### src/rtl/align_divu.sv
// align_divu: sequential unsigned divider.
// The divisor is first aligned under the dividend by left shifts (ALIGN).
// One restoring shift-subtract step per clock then builds the quotient (DIVIDE).
// Start/done handshake with variable latency; sign handling is left to the wrapper.
module align_divu #(
  parameter int W = 32
) (
  input  logic         clk,
  input  logic         divrst_n,
  input  logic         start,
  input  logic [W-1:0] a,
  input  logic [W-1:0] b,
  output logic [W-1:0] q,
  output logic [W-1:0] r,
  output logic         busy,
  output logic         done
);

  localparam int KW = $clog2(W);

  typedef enum logic [1:0] {
    S_IDLE   = 2'd0,
    S_ALIGN  = 2'd1,
    S_DIVIDE = 2'd2,
    S_DONE   = 2'd3
  } state_t;

  state_t          r_state;
  logic [W-1:0]    r_rem;
  logic [W-1:0]    r_shb;
  logic [W-1:0]    r_quo;
  logic [KW-1:0]   r_k;

  logic [W-1:0]    w_shb_dbl;
  logic            w_can_shift;
  logic            w_ge;
  logic [W-1:0]    w_rem_nxt;
  logic [W-1:0]    w_quo_nxt;

  // The MSB guard keeps the doubled divisor from wrapping past 2^W.
  assign w_shb_dbl   = {r_shb[W-2:0], 1'b0};
  assign w_can_shift = (r_shb[W-1] == 1'b0) && (w_shb_dbl <= r_rem);

  // Restoring step: subtract only when the aligned divisor fits.
  assign w_ge      = (r_rem >= r_shb);
  assign w_rem_nxt = w_ge ? (r_rem - r_shb) : r_rem;
  assign w_quo_nxt = {r_quo[W-2:0], w_ge};

  // Control FSM with datapath registers and registered result/handshake outputs.
  always_ff @(posedge clk or negedge divrst_n) begin
    if (!divrst_n) begin
      r_state <= S_IDLE;
      r_rem   <= '0;
      r_shb   <= '0;
      r_quo   <= '0;
      r_k     <= '0;
      q       <= '0;
      r       <= '0;
      busy    <= 1'b0;
      done    <= 1'b0;
    end else begin
      case (r_state)
        S_IDLE: begin
          if (start) begin
            r_rem <= a;
            r_shb <= b;
            r_quo <= '0;
            r_k   <= '0;
            if (b == '0) begin
              // Divide by zero: all-ones quotient, dividend as remainder.
              q       <= '1;
              r       <= a;
              done    <= 1'b1;
              r_state <= S_DONE;
            end else begin
              busy    <= 1'b1;
              r_state <= S_ALIGN;
            end
          end
        end

        S_ALIGN: begin
          if (w_can_shift) begin
            r_shb <= w_shb_dbl;
            r_k   <= r_k + KW'(1);
          end else begin
            r_state <= S_DIVIDE;
          end
        end

        S_DIVIDE: begin
          r_rem <= w_rem_nxt;
          r_quo <= w_quo_nxt;
          r_shb <= r_shb >> 1;
          if (r_k == '0) begin
            q       <= w_quo_nxt;
            r       <= w_rem_nxt;
            busy    <= 1'b0;
            done    <= 1'b1;
            r_state <= S_DONE;
          end else begin
            r_k <= r_k - KW'(1);
          end
        end

        S_DONE: begin
          done    <= 1'b0;
          r_state <= S_IDLE;
        end

        default: begin
          busy    <= 1'b0;
          done    <= 1'b0;
          r_state <= S_IDLE;
        end
      endcase
    end
  end

endmodule

### config.mk
export PLATFORM = sky130hd
export DESIGN_NAME = align_divu
export DESIGN_NICKNAME = d
export VERILOG_FILES = /design/src/rtl/align_divu.sv
export SDC_FILE = /design/constraint.sdc
export NUM_CORES = 1
export LEC_CHECK = 0
export CAP_MARGIN = 25
export CORE_UTILIZATION = 57
export CTS_CLUSTER_SIZE = 14
export DETAILED_ROUTE_END_ITERATION = 12
export PLACE_DENSITY = 0.83
export REMOVE_ABC_BUFFERS = 1
export SLEW_MARGIN = 5
export SYNTH_ARGS = -nofsm -noshare
export SYNTH_HDL_FRONTEND = slang
export SYNTH_SLANG_ARGS = --single-unit
### constraint.sdc
create_clock -name clk -period 3.28 [get_ports clk]
set_input_delay 0.328 -clock clk [delete_from_list [all_inputs] [get_ports clk]]
set_output_delay 0.328 -clock clk [all_outputs]
set_load 0.01 [all_outputs]
==> impl_metrics.tcl <==
set metrics [dict create \
    critPathCaptureType "flop" \
    hold_slack_ns 0.429 \
    r2r_start "r_shb[29]$_DFFE_PN0P_" \
    grt_pass1_vias 9488 \
    async_reset_ff_share_pct 100 \
    track_usage_pct 32.2 \
    wire_per_inst_um 19.5 \
    hpwl_mm 21.7 \
    netlist.area_leader.share_pct 39.0 \
    crit_path_start_kind "flop" \
    cts_htree_levels 4 \
    yosysMostFrequentCell "dfrtp_1" \
    synthFlopType "dfrtp_1" \
    final_max_slew_viol_count 0 \
    synthCells 1218 \
    syn_area_sq_um 10800 \
    final_cell_area_sq_um 13100 \
    syn_area_per_cell_sq_um 8.85 \
    clock-sinks 168 \
    numCtsBuffers 17 \
    finalCritPeriodShare_pct 95.6 \
    finalWorstSetupSlack_ns 0.144 \
    clock_path_buffers 2 \
    place_congestion 0.950 \
    path_max_fanout 24 \
    finalNonFillerCells 1574 \
    routed_wl_mm 30.7 \
    grt_pass1_wl_mm 49.1 \
    via_per_inst 6.31 \
    first_pass_iters 5 \
    cts_tree "yes" \
    syn2layout_area_growth_pct 21.1 \
    coreArea_sq_um 18300 \
    drc 0 \
    post-place-cells 1541 \
    fin_worst_skew_ns 0.0115 \
    rsz0062_at_grt "false" \
    place_area_sq_um 12400 \
    clockRootBuffer "clkbuf_16" \
    grt_max_degree 74 \
    setup_violations 0 \
    max_cap_viol_count 0 \
    antenna_found_initial 0 \
    synth_top_cell_by_area "dfrtp_1" \
    fp.dieW_um 140 \
    drive_gt1_share_pct 6.77 \
    seq_area_frac_synth_pct 39.0 \
    post_cts_resized 0 \
    clkTransAtPathRegs_ns 0.08 \
    rows 49 \
    start_util_pct 59.0 \
    hp-class "in2async" \
    ios 133 \
    finalHoldViolCount 0 \
    synth_edf_count 0 \
    final_nets 1473 \
    io_buffers 132 \
    required_ns 3.59 \
    place_ws_ns -0.0494 \
    synthTopCellsByArea "dfrtp_1, ha_1, nor2_1" \
    status "finished clean" \
    relSlewSlack_pct 56.0 \
    first_iter_violations 839 \
    vias 9938 \
    n_antenna_cell 0 \
    overflow 0 \
    min_period_ns 3.14 \
    fmax_ghz 0.319 \
    fp.dieH_um 140 \
    crit_start "r_shb[29]$_DFFE_PN0P_" \
    synth-seq-cells 168 \
    post_cts.repair.setup_buffers 0 \
    synth.distinct_cells 72 \
    worst_pin_slew_ns 0.660 \
    ys.warnings.count 0 \
    design.die.area_sq_um 19500 \
    antenna_left 0 \
    worstPathArrival_ns 3.44 \
    path_class "reg2reg" \
    clk_latency_ns 0.45 \
    synthTopCellsByCount "dfrtp_1, nor2_1, inv_1" \
]
==> through the flow <==
stage | TNS, ns | utilization [%]
2_1_floorplan | -300.01 | -
3_3_place_gp | 0 | 68.0
3_5_place_dp | -0.479 | 68.0
4_1_cts | 0 | 71.4
5_1_grt | 0 | 71.4
6_report | 0 | 71.4
==> logic make-up after synthesis <==
family | Yosys count | share of synthesized area [%]
compound gates | 412 | 26.2
xor+xnor | 21 | 1.71
fa+ha+maj | 74 | 8.73
buf+inv | 182 | 6.80
flops | 168 | 39.0
mux | 49 | 4.65
simple gates | 312 | 13.0
==> final cells by class <==
type / count / area (sq um)
clock inverters: 14 / 181
multi-input cells: 868 / 5880
fillers: 1438 / 5220
clock buffers: 18 / 439
flip-flops and latches: 168 / 4200
repair buffers: 167 / 1650
inverters: 110 / 413
well taps: 229 / 287
==> critical path: stages, from the launching register on <==
cell     delay (ns)
dfrtp_1        0.44
inv_1          0.09
ha_1           0.37
a21o_1         0.22
a211o_1        0.33
a211o_1        0.28
a31oi_2        0.22
a21o_1         0.21
buf_4          0.34
nor2_1         0.07
mux2i_1        0.29
a31oi_1        0.13
==> routing by layer <==
metal / GRT usage, % / share of wire (%) / vias up
met5: 0 / 0 / -
met2: 53.0 / 48 / 423
met1: 42.9 / 43 / 4808
met4: 12.2 / 2.7 / 0
met3: 4.89 / 6.5 / 63
li1: - / - / 4644
==> path summary, 6_finish.rpt <==
path                       slack, ns                     to  cells after the start
max                             0.14  r_rem[29]$_DFFE_PN0P_                     11
min                             0.43   r_shb[9]$_DFFE_PN0P_                      2
max reg2reg                     0.14  r_rem[29]$_DFFE_PN0P_                     11
min reg2reg                     0.51      r[18]$_DFFE_PN0P_                      2
max in group asynchronous       1.93  r_shb[24]$_DFFE_PN0P_                      3
min in group clk                0.51      r[18]$_DFFE_PN0P_                      2
==> repair_timing <==
item                       CTS  global route
hold endpoints to repair    62             0
hold buffers                 1             0
setup endpoints to repair    0             0
==> state kept, by name, summed over array words and instances, names as in the netlist <==
register,flops
q,32
r,32
r_rem,32
r_shb,32
r_quo,31
r_k,5
r_state,2
busy,1
done,1
==> cell usage in the layout (no fill, tap or decap), types with 10 or more instances in the layout <==
cell type and n:
o211ai_1 19, inv_1 110, or3_1 12, mux2i_1 42
xnor2_1 16, nand2_1 106, o22ai_1 26, ha_1 70
nand3_1 11, dfrtp_1 168, a22oi_1 33, clkbuf_16 17
clkdlybuf4s50_1 131, nor4_1 10, a21o_1 21, nand4_1 15
buf_4 29, o21ai_0 85, a31oi_1 47, a22o_1 36
a21oi_1 68, nor2_1 115
Power is left out: the tool's default activity adds up to more than one toggle a clock period on the data nets, which glitch-free logic cannot reach.
